$ cat config.mk
export PLATFORM = sky130hd
export DESIGN_NAME = stepdown_drv_seq
export DESIGN_NICKNAME = d
export VERILOG_FILES = /design/src/rtl/stepdown_drv_seq.sv
export SDC_FILE = /design/constraint.sdc
export NUM_CORES = 1
export LEC_CHECK = 0
export BUFFER_PORTS_ARGS = -buffer_cell sky130_fd_sc_hd__buf_2
export CAP_MARGIN = 20
export CORE_AREA = 2 2 55 57
export CTS_CLUSTER_SIZE = 10
export DETAILED_ROUTE_END_ITERATION = 10
export DIE_AREA = 0 0 57 59
export PLACE_DENSITY_LB_ADDON = 0.12
export SYNTH_ARGS = -nofsm -noshare
export SYNTH_HDL_FRONTEND = slang
export SYNTH_SLANG_ARGS = --single-unit
$ cat constraint.sdc
create_clock -name clk -period 3.1 [get_ports clk]
set_input_delay 0.93 -clock clk [delete_from_list [all_inputs] [get_ports clk]]
set_output_delay 0.93 -clock clk [all_outputs]
set_load 0.005 [all_outputs]
$ cat src/rtl/stepdown_drv_seq.sv
// Step-down power-stage gate sequencer: turns loop PWM demand into non-overlapping
// HS/LS commands with dead time, min/max on-time, diode emulation and latched OCP.
module stepdown_drv_seq #(
    parameter int DT_W      = 4,
    parameter int MIN_ON    = 3,
    parameter int MIN_OFF   = 2,
    parameter int MAX_ON    = 60,
    parameter int BLANK     = 2,
    parameter int OCP_LIMIT = 4
) (
    input  logic            clk,
    input  logic            rst_n,
    input  logic            CELV,
    input  logic            CELG,
    input  logic            SUB,
    input  logic            en,
    input  logic            pwm_in,
    input  logic            ocp,
    input  logic            zcd,
    input  logic [DT_W-1:0] dt_hl,
    input  logic [DT_W-1:0] dt_lh,
    output logic            hs_on,
    output logic            ls_on,
    output logic            fault,
    output logic [2:0]      state
);
    localparam int ON_W  = $clog2(MAX_ON + 1);
    localparam int OFF_W = $clog2(MIN_OFF + 1);
    localparam int OCP_W = $clog2(OCP_LIMIT + 1);

    typedef enum logic [2:0] {
        S_OFF   = 3'd0,
        S_DT_HL = 3'd1,
        S_HS_ON = 3'd2,
        S_DT_LH = 3'd3,
        S_LS_ON = 3'd4,
        S_FAULT = 3'd5
    } state_t;

    state_t            cur, nxt;
    logic [DT_W-1:0]   dt_cnt;
    logic [ON_W-1:0]   on_cnt;
    logic [OFF_W-1:0]  off_cnt;
    logic [OCP_W-1:0]  ocp_cnt, ocp_inc;
    logic              pend;
    logic              ocp_hit, norm_hit, max_hit;

    // Supply/substrate pins carry no logic.
    logic unused_pins;
    assign unused_pins = CELV ^ CELG ^ SUB;

    assign state = cur;

    assign ocp_hit  = ocp && (on_cnt > ON_W'(BLANK));
    assign norm_hit = !pwm_in && (on_cnt >= ON_W'(MIN_ON));
    assign max_hit  = on_cnt >= ON_W'(MAX_ON);
    assign ocp_inc  = (ocp_cnt == OCP_W'(OCP_LIMIT)) ? ocp_cnt : ocp_cnt + OCP_W'(1);

    always_comb begin
        nxt = cur;
        if (!en) begin
            nxt = S_OFF;
        end else begin
            case (cur)
                S_OFF:   if (pwm_in) nxt = S_DT_HL;
                S_DT_HL: if (dt_cnt <= DT_W'(1)) nxt = S_HS_ON;
                S_HS_ON: begin
                    // OCP wins over MIN_ON and over a coincident normal/max exit
                    if (ocp_hit)
                        nxt = (ocp_inc == OCP_W'(OCP_LIMIT)) ? S_FAULT : S_DT_LH;
                    else if (norm_hit || max_hit)
                        nxt = S_DT_LH;
                end
                S_DT_LH: if (dt_cnt <= DT_W'(1)) nxt = S_LS_ON;
                S_LS_ON: begin
                    if (zcd)
                        nxt = S_OFF;
                    else if ((pwm_in || pend) && off_cnt >= OFF_W'(MIN_OFF))
                        nxt = S_DT_HL;
                end
                S_FAULT: nxt = S_FAULT;
                default: nxt = S_OFF;
            endcase
        end
    end

    always_ff @(posedge clk or negedge rst_n) begin
        if (!rst_n) begin
            cur     <= S_OFF;
            hs_on   <= 1'b0;
            ls_on   <= 1'b0;
            fault   <= 1'b0;
            dt_cnt  <= '0;
            on_cnt  <= '0;
            off_cnt <= '0;
            ocp_cnt <= '0;
            pend    <= 1'b0;
        end else begin
            cur   <= nxt;
            hs_on <= (nxt == S_HS_ON);
            ls_on <= (nxt == S_LS_ON);
            fault <= (nxt == S_FAULT);
            if (!en) begin
                dt_cnt  <= '0;
                on_cnt  <= '0;
                off_cnt <= '0;
                ocp_cnt <= '0;
                pend    <= 1'b0;
            end else begin
                // Dead time latched on entry; zero still yields one both-off cycle
                if (nxt == S_DT_HL && cur != S_DT_HL)
                    dt_cnt <= (dt_hl == '0) ? DT_W'(1) : dt_hl;
                else if (nxt == S_DT_LH && cur != S_DT_LH)
                    dt_cnt <= (dt_lh == '0) ? DT_W'(1) : dt_lh;
                else if ((cur == S_DT_HL || cur == S_DT_LH) && dt_cnt != '0)
                    dt_cnt <= dt_cnt - DT_W'(1);

                if (nxt == S_HS_ON)
                    on_cnt <= (cur != S_HS_ON) ? ON_W'(1) :
                              (max_hit ? on_cnt : on_cnt + ON_W'(1));
                else
                    on_cnt <= '0;

                if (nxt == S_LS_ON)
                    off_cnt <= (cur != S_LS_ON) ? OFF_W'(1) :
                               ((off_cnt >= OFF_W'(MIN_OFF)) ? off_cnt : off_cnt + OFF_W'(1));
                else
                    off_cnt <= '0;

                pend <= (cur == S_LS_ON && nxt == S_LS_ON) ? (pend | pwm_in) : 1'b0;

                if (cur == S_HS_ON) begin
                    if (ocp_hit)
                        ocp_cnt <= ocp_inc;
                    else if (norm_hit)
                        ocp_cnt <= '0;
                end
            end
        end
    end
endmodule

==> flow_summary_export.csv, run 1 <==
group,metric,value,unit
clock_tree,cts_resized,0,
clock_tree,cts_root_buf,"clkbuf_4",
worst_setup_path,arrival,3130,ps
clock_tree,clock_sinks,22,
placement,place_area,1630,µm²
layout,antenna_cells,0,
timing,fmax,0.343,GHz
worst_setup_path,path_delay_family,"simple AND/OR/NAND/NOR gates",
hold_path,hp-class,"primary input to asynchronous set/reset pin",
layout,final_layout_size_suffix_gt1_share,21.0,%
die,core,2710,µm²
timing,tns,0,ps
drt,first_pass_iters,4,
yosys,synth-seq-cells,22,
drt,wl_per_cell,14.6,µm
grt,grt_usage,20.0,%
timing,fin_skew,11.5,ps
timing,final-setup-viol-count,0,
worst_setup_path,cp_max_fo,9,
drt,m1WireLength,1500,µm
job,maxCapViolations,0,
yosys,yosys-top-cells-area,"dfrtp_1 (37%), ha_1 (6.7%), a21oi_1 (4.7%)",
pwr,p_clk_share,20.5,%
pwr,ir_drop,0.000407,V
timing,layout_min_cycle_time,2920,ps
worst_setup_path,critPathLaunchType,"flop",
pwr,p_switching,0.424,mW
timing,slew_violations,0,
pwr,power.leakage,0.768,nW
worst_setup_path,r2r_start,"ocp_cnt[0]$_DFFE_PN0P_",
drt,dr_wl_met3,158,µm
layout,stdcell_area,1680,µm²
timing,final-hold-violation-count,0,
placement,place_congestion,0.879,
yosys,synthFlopType,"dfrtp_1",
placement,port_buffers,19,
worst_setup_path,crit_slowest_cell,"or4_1",
drt,final_antenna_net_count,0,
layout,nets,212,
placement,placedCellCount,213,
layout,fill_cells,242,
timing,min_period_over_period,94.1,%
drt,route.met2.wl,1480,µm
grt,grt_pass1_wl,5390,µm
pwr,p_seq_share,36.0,%
layout,area_growth,12.2,%
worst_setup_path,rrSetupSlack,180,ps
worst_setup_path,cp_slowest_stage_delay,480,ps
timing,grt_setup_unrepaired,"no",
yosys,syn_avg_cell_area,9.08,µm²
worst_setup_path,cp_num_buf_inv,1,
clock_tree,htree_levels,1,
die,die_w,57,µm
die,fp.dieH,59,µm
grt,antenna_found_initial,0,
worst_setup_path,worstReg2RegEnd,"dt_cnt[1]$_DFFE_PN0P_",
timing,worstMarginPinSlew,495,ps
clock_tree,clock_latency,310,ps
outcome,outcome,"finished, final reports clean",
clock_tree,cts_tree,"done",
pwr,power,1.08,mW
drt,drc,0,
drt,avgViaCountPerCell,6.08,
worst_setup_path,endpoint_kind,"flop",
die,dieArea,3360,µm²
grt,gr-total-overflow,0,
drt,highest_layer,"met4",
grt,grt_pass1_vias,1188,
die,initial_core_util,55.3,%
yosys,yosysWarnings,0,
yosys,yosysSeqAreaShare,36.7,%
placement,place_ws,177,ps
drt,drt-initial-drc-count,51,
worst_setup_path,required,3310,ps
die,row_count,19,
layout,final-instance-count-excl-fill,217,
yosys,synth_area,1500,µm²
yosys,syn-num-nets,190,
clock_tree,cts-buffers-inserted,3,
pwr,power.density,643,nW/µm²
clock_tree,cts_buffer_depth,2,
die,pin_count,23,
yosys,synthCells,165,
worst_setup_path,crit_chain,"inv_1 -> ha_1 -> and3b_2 -> or4_1 -> and3_4 -> o32a_4 -> or3_2 -> a31oi_1 -> a21oi_1",
grt,grt_max_degree,23,
timing,max_slew_margin,66.9,%
placement,hpwl,2460,µm
timing,fin_ws,183,ps
pwr,cell_internal_pwr,0.658,mW
yosys,yosys.area.top_type_share,36.7,%
worst_setup_path,reg2regPathDepth,9,
clock_tree,hold_buffers,0,
yosys,synth_cell_types,50,
clock_tree,cts_setup_buffers,0,
yosys,synth_common_cells,"dfrtp_1 (22), a21oi_1 (14), nor2_1 (14)",
yosys,yosysTopAreaCell,"dfrtp_1",
pwr,p_sw_share,39.2,%
drt,vias,1319,
yosys,async_flop_share,100,%
clock_tree,clkTransAtPathRegs,140,ps
drt,totalWireLength,3170,µm
pwr,p_comb_share,43.5,%
yosys,synth-edff-count,0,
worst_setup_path,critPathKind,"flop to flop",
yosys,synth.most_common_cell,"dfrtp_1",
kinds of logic (layout without fill, tap and decap cells):
| logic type | Yosys count | after routing | share of synthesized area (%) |
|---|---|---|---|
| AO/OA/AOI/OAI | 51 | 51 | 24.9 |
| XOR/XNOR | 7 | 7 | 4.09 |
| adder cells (fa/ha/maj) | 8 | 8 | 6.68 |
| buffers and inverters | 16 | 37 | 4.34 |
| flip-flops | 22 | 22 | 36.7 |
| AND/OR/NAND/NOR | 61 | 61 | 23.3 |
worst max-delay path by stage:
| stage | start | to | slack, ps | cells after the start |
|---|---|---|---|---|
| after floorplan | ocp_cnt[0]$_DFFE_PN0P_ | dt_cnt[0]$_DFFE_PN0P_ | 370 | 9 |
| after global placement | ocp_cnt[0]$_DFFE_PN0P_ | dt_cnt[0]$_DFFE_PN0P_ | 230 | 9 |
| after detailed placement | ocp_cnt[0]$_DFFE_PN0P_ | dt_cnt[1]$_DFFE_PN0P_ | 180 | 9 |
| after CTS | ocp_cnt[0]$_DFFE_PN0P_ | dt_cnt[1]$_DFFE_PN0P_ | 140 | 9 |
| after global routing | ocp_cnt[0]$_DFFE_PN0P_ | dt_cnt[1]$_DFFE_PN0P_ | 40 | 9 |
| final | ocp_cnt[0]$_DFFE_PN0P_ | dt_cnt[1]$_DFFE_PN0P_ | 180 | 9 |
power groups by stage:
stage | combinational, mW | sequential [mW] | clock [mW]
after floorplan | 0.360 | 0.375 | 0
after global placement | 0.459 | 0.393 | 0
after detailed placement | 0.470 | 0.394 | 0
after CTS | 0.470 | 0.388 | 0.227
after global routing | 0.528 | 0.399 | 0.238
final | 0.471 | 0.389 | 0.222
layout make-up:
| class | count | area [µm²] | share of cell area, % |
|---|---|---|---|
| Clock inverter | 1 | 30.0 | 1.79 |
| Multi-Input combinational cell | 127 | 883 | 52.5 |
| Clock buffer | 3 | 22.5 | 1.34 |
| Tap cell | 31 | 38.8 | 2.31 |
| Inverter | 12 | 45.0 | 2.68 |
| Timing Repair Buffer | 21 | 110 | 6.55 |
| Sequential cell | 22 | 552 | 32.8 |
through the flow:
stage | util (%) | hold slack (ps)
after floorplan | - | 486
after global placement | 60.1 | 512
after detailed placement | 60.1 | 520
after CTS | 62.0 | 549
after global routing | 62.0 | 578
final | 62.0 | 547
sequential cells by signal, summed over array words and instances (netlist names):
name,flops
off_cnt,2
dt_cnt,4
fault,1
on_cnt,6
pend,1
hs_on,1
ls_on,1
ocp_cnt,3
state,3
cell usage in the layout (no fill, tap or decap), types with 2 or more instances in the layout:
| master | count |
|---|---|
| a21o_1 | 2 |
| ha_1 | 8 |
| buf_4 | 2 |
| nor2_1 | 14 |
| and3_1 | 2 |
| dfrtp_1 | 21 |
| and2_1 | 2 |
| clkbuf_4 | 3 |
| o22ai_1 | 2 |
| xor2_1 | 4 |
| a21oi_1 | 14 |
| nor2b_1 | 3 |
| inv_1 | 12 |
| or3_1 | 4 |
| or4_1 | 3 |
| o31ai_1 | 2 |
| nand2_1 | 8 |
| buf_2 | 19 |
| xnor2_1 | 3 |
| a31oi_1 | 6 |
| o21ai_0 | 7 |
| nor3_1 | 10 |
| nand3_1 | 3 |
| a211oi_1 | 3 |
| a311oi_1 | 2 |
routing by layer:
metal  global-route usage [%]  vias up
met5                        0        -
met4                     5.32        0
met3                     2.62        6
met2                     32.5       38
met1                     28.5      614
li1                         -      661
No activity file was read; power rests on OpenSTA's default activity.
==> run 2, diff against run 1 <==
Settings changed: CORE_AREA 2 2 55 57 to 2 2 53 55, DIE_AREA 0 0 57 59 to 0 0 55 57.
Clock period 3.1 ns to 3.7 ns, I/O delays scaled along.
==> flow_summary_export.csv, run 2 (synthesis gave the netlist of run 1 again) <==
group,metric,value,unit
outcome,outcome,"finished, final reports clean",
drt,drt-initial-drc-count,40,
timing,worstMarginPinSlew,533,ps
layout,antenna_cells,0,
clock_tree,clock_sinks,22,
worst_setup_path,critPathLaunch,"ocp_cnt[0]$_DFFE_PN0P_",
worst_setup_path,path_delay_family,"simple AND/OR/NAND/NOR gates",
placement,hpwl,2460,µm
layout,nets,210,
clock_tree,cts-buffers-inserted,3,
timing,hold-worst-slack,548,ps
timing,fin_ws,763,ps
drt,avgViaCountPerCell,6.27,
placement,port_buffers,19,
clock_tree,cts_root_buf,"clkbuf_4",
layout,seqCellArea,551,µm²
worst_setup_path,cp_num_buf_inv,1,
pwr,ir_drop,0.000328,V
clock_tree,cts_resized,0,
timing,fmax,0.341,GHz
drt,totalWireLength,3250,µm
worst_setup_path,rrSetupSlack,760,ps
worst_setup_path,worstReg2RegEnd,"dt_cnt[0]$_DFFE_PN0P_",
grt,grt_pass1_vias,1249,
timing,fin_skew,7.30,ps
layout,largest_reg_flops,6,
pwr,power.leakage,0.752,nW
clock_tree,cts_tree,"done",
clock_tree,clock_latency,320,ps
clock_tree,hold_buffers,0,
timing,tns,0,ps
grt,grt_max_degree,23,
timing,grt_setup_unrepaired,"no",
die,fp.dieH,57,µm
hold_path,holdPathEnd,"pend$_DFF_PN0_",
pwr,power.density,520,nW/µm²
layout,final_common_cell,"dfrtp_1",
worst_setup_path,critPathKind,"flop to flop",
layout,area_growth,10.0,%
placement,place_ws,557,ps
timing,final-setup-viol-count,0,
clock_tree,clkTransAtPathRegs,130,ps
layout,fill_cells,251,
grt,antenna_found_initial,0,
worst_setup_path,crit_slowest_cell,"or4_1",
clock_tree,htree_levels,1,
die,dieArea,3140,µm²
worst_setup_path,arrival,3150,ps
timing,final-hold-violation-count,0,
drt,drc,0,
die,die_w,55,µm
die,pin_count,23,
timing,layout_min_cycle_time,2940,ps
die,row_count,19,
grt,grt_usage,23.7,%
layout,top_regs,"on_cnt (6), dt_cnt (4)",
worst_setup_path,cp_slowest_stage_delay,500,ps
grt,grt_pass1_wl,5500,µm
die,core,2620,µm²
timing,min_period_over_period,79.4,%
hold_path,worst_hold_path.num_cells,2,
worst_setup_path,critPathLaunchType,"flop",
layout,multi_input_area,883,µm²
timing,max_slew_margin,64.1,%
drt,wl_per_cell,15.1,µm
pwr,power,0.857,mW
drt,vias,1349,
timing,slew_violations,0,
layout,final_layout_size_suffix_gt1_share,19.6,%
clock_tree,cts_buffer_depth,2,
worst_setup_path,cp_max_fo,9,
hold_path,hp-class,"flop to flop",
worst_setup_path,r2r_start,"ocp_cnt[0]$_DFFE_PN0P_",
clock_tree,cts_setup_buffers,0,
hold_path,min_from,"pend$_DFF_PN0_",
layout,top_register,"on_cnt",
worst_setup_path,endpoint_kind,"flop",
drt,first_pass_iters,4,
layout,final_cell_mix,"dfrtp_1 (22), buf_2 (19), nor2_1 (14), a21oi_1 (14), inv_1 (12)",
placement,place_congestion,0.825,
job,maxCapViolations,0,
die,initial_core_util,57.3,%
worst_setup_path,crit_top_cell,"or4_1",
worst_setup_path,required,3910,ps
grt,gr-total-overflow,0,
worst_setup_path,reg2regPathDepth,9,
worst_setup_path,crit_chain,"inv_1 -> ha_1 -> and3b_2 -> or4_1 -> and3_4 -> o32a_4 -> or4_1 -> a21oi_1 -> o22ai_1",
drt,final_antenna_net_count,0,
run 2: cell types whose count changed in the layout (fill, tap and decap cells not counted), sizes merged:
| cell | previous run | this run |
|---|---|---|
| buf | 21 | 19 |
| clkbuf | 3 | 4 |
| bufinv | 1 | 0 |
run 2: cell type report:
cell class                 count  area share [%]
tap                           31            2.35
inverter                      12            2.73
sequential                    22            33.4
clock buffer                   4            2.20
timing repair buffer          19            5.77
multi-input combinational    127            53.6
run 2: worst max-delay path by stage:
stage / end / depth (start not counted)
floorplan: dt_cnt[0]$_DFFE_PN0P_ / 9
CTS: dt_cnt[0]$_DFFE_PN0P_ / 9
global placement: dt_cnt[2]$_DFFE_PN0P_ / 8
detailed placement: dt_cnt[3]$_DFFE_PN0P_ / 8
finish: dt_cnt[0]$_DFFE_PN0P_ / 9
global route: dt_cnt[0]$_DFFE_PN0P_ / 9
run 2: tightest hold or removal path, delay by kind of cell, from the launching register on:
family | cells | cell delay (ps)
flip-flops | 1 | 370
AND/OR/NAND/NOR | 2 | 150
run 2: per-layer routing:
layer,global-route usage (%),vias up,share of wire (%)
li1,-,653,-
met1,32.5,648,47
met2,38.1,39,47
met3,3.14,9,3.9
met4,8.36,0,2.2
met5,0,-,0
run 2: metrics by stage:
step / std cells / instance area, µm² / util (%)
after floorplan: 165 / 1500 / -
after global placement: 211 / 1610 / 61.7
after detailed placement: 211 / 1610 / 61.7
after CTS: 215 / 1650 / 63.1
after global routing: 215 / 1650 / 63.1
final: 215 / 1650 / 63.1
run 2: power by group:
part	switching, mW	total [mW]	internal, mW
combinational	0.226	0.390	0.164
sequential	0.0525	0.328	0.276
clock	0.0792	0.139	0.0602
==> run 3, diff against run 2 <==
Settings changed: CORE_AREA 2 2 53 55 to 2 2 58 60, DIE_AREA 0 0 55 57 to 0 0 60 62.
Clock period 3.7 ns to 2.5 ns, I/O delays scaled along.
==> flow_summary_export.csv, run 3 (synthesis gave the netlist of run 1 again) <==
group,metric,value,unit
outcome,outcome,"finished with violations",
outcome,violations,"setup timing",
die,row_count,21,
drt,wl_per_cell,14.6,µm
layout,final_layout_size_suffix_gt1_share,44.2,%
layout,top_regs,"on_cnt (6), dt_cnt (4)",
layout,final_cell_mix,"buf_4 (38), dfrtp_1 (22), buf_2 (19)",
placement,place_congestion,0.869,
worst_setup_path,arrival,2990,ps
layout,utilization,67.1,%
drt,drc,0,
clock_tree,cts_tree,"done",
clock_tree,hold_buffers,0,
hold_path,hp-class,"primary input to asynchronous set/reset pin",
worst_setup_path,rrSetupSlack,-290,ps
grt,grt_max_degree,23,
grt,grt_usage,23.2,%
drt,vias,1509,
drt,avgViaCountPerCell,5.59,
die,dieArea,3720,µm²
grt,grt_pass1_vias,1401,
layout,largest_reg_flops,6,
clock_tree,cts_buffer_depth,2,
die,initial_core_util,47.1,%
timing,final-hold-violation-count,0,
timing,grt_setup_unrepaired,"yes",
timing,fin_ws,-290,ps
timing,tns,-2260,ps
grt,antenna_found_initial,0,
timing,max_slew_margin,65.6,%
die,die_w,60,µm
grt,grt_pass1_wl,6490,µm
timing,worstMarginPinSlew,513,ps
timing,min_period_over_period,112,%
drt,drt-initial-drc-count,58,
worst_setup_path,cp_max_fo,5,
grt,gr-total-overflow,0,
timing,hold-worst-slack,379,ps
clock_tree,clock_sinks,22,
clock_tree,htree_levels,1,
layout,area_growth,42.4,%
timing,fmax,0.358,GHz
clock_tree,clock_latency,310,ps
die,pin_count,23,
clock_tree,cts-buffers-inserted,3,
layout,antenna_cells,0,
layout,nets,250,
worst_setup_path,endpoint_kind,"flop",
die,fp.dieH,62,µm
layout,top_register,"on_cnt",
worst_setup_path,critPathLaunchType,"flop",
timing,final-setup-viol-count,11,
drt,totalWireLength,3950,µm
job,maxCapViolations,0,
worst_setup_path,critPathKind,"flop to flop",
layout,fill_cells,254,
placement,port_buffers,19,
timing,fin_skew,5.64,ps
die,core,3180,µm²
timing,layout_min_cycle_time,2790,ps
pwr,power.leakage,0.974,nW
pwr,ir_drop,0.000520,V
clock_tree,clkTransAtPathRegs,130,ps
drt,final_antenna_net_count,0,
placement,hpwl,2940,µm
pwr,power.density,798,nW/µm²
pwr,power,1.70,mW
drt,first_pass_iters,4,
layout,final_common_cell,"buf_4",
clock_tree,cts_root_buf,"clkbuf_4",
timing,slew_violations,0,
worst_setup_path,required,2700,ps
run 3: cell types whose count changed in the layout (fill, tap and decap cells not counted), moves of 3 or more:
| cell | before | now |
|---|---|---|
| buf_4 | 0 | 38 |
| a21oi_1 | 14 | 8 |
| or4_1 | 3 | 0 |
| or4_4 | 1 | 4 |
| a21oi_2 | 0 | 6 |
run 3: stage by stage:
| stage | cells | instance area, µm² | setup slack, ps |
|---|---|---|---|
| after floorplan | 165 | 1510 | -187 |
| after global placement | 263 | 1920 | -268 |
| after detailed placement | 263 | 1920 | -313 |
| after CTS | 268 | 2030 | -314 |
| after global routing | 270 | 2130 | -375 |
| final | 270 | 2130 | -290 |
run 3: path summary, 6_finish.rpt:
check                                       start  cells after the start               endpoint
setup / recovery           ocp_cnt[0]$_DFFE_PN0P_                      9  dt_cnt[0]$_DFFE_PN0P_
min in group clk                   pend$_DFF_PN0_                      2         pend$_DFF_PN0_
max in group asynchronous                   rst_n                      1  dt_cnt[0]$_DFFE_PN0P_
hold / removal                              rst_n                      1  on_cnt[2]$_DFFE_PN0P_
hold reg to reg                    pend$_DFF_PN0_                      2         pend$_DFF_PN0_
setup reg to reg           ocp_cnt[0]$_DFFE_PN0P_                      9  dt_cnt[0]$_DFFE_PN0P_
run 3: routing by layer:
layer / part of all wire [%] / vias to the layer above / routed length (µm) / GRT usage [%]
met4: 0.96 / 0 / 38 / 5.71
met3: 3.9 / 5 / 155 / 2.69
met2: 53 / 41 / 2110 / 42.1
met5: 0 / - / 0 / 0
met1: 42 / 728 / 1650 / 29.5
li1: - / 735 / - / -
run 3: power breakdown:
group	internal [mW]	switching, mW
Combinational	0.515	0.537
Clock	0.0890	0.114
Sequential	0.408	0.0418
run 3: layout make-up:
cell class / count / area [µm²] / area share [%]
flip-flops and latches: 22 / 551 / 25.8
clock buffers: 4 / 36.3 / 1.70
multi-input cells: 127 / 1040 / 48.7
inverters: 12 / 47.5 / 2.23
repair buffers: 59 / 403 / 18.9
well taps: 46 / 57.6 / 2.70
run 3: worst max-delay path, stage by stage (launching register included):
cell,delay [ps]
dfrtp_1,420
inv_1,60
ha_2,180
and3b_2,220
or4_4,470
and3_4,190
o32a_4,410
or4_4,520
a21oi_2,150
o22ai_1,70
run 3: timing repair:
item,CTS,global route
pin swaps,3,12
gates resized for setup,14,18
endpoints found under the hold margin,0,0
buffers inserted,2,3
endpoints found under the setup margin,13,14
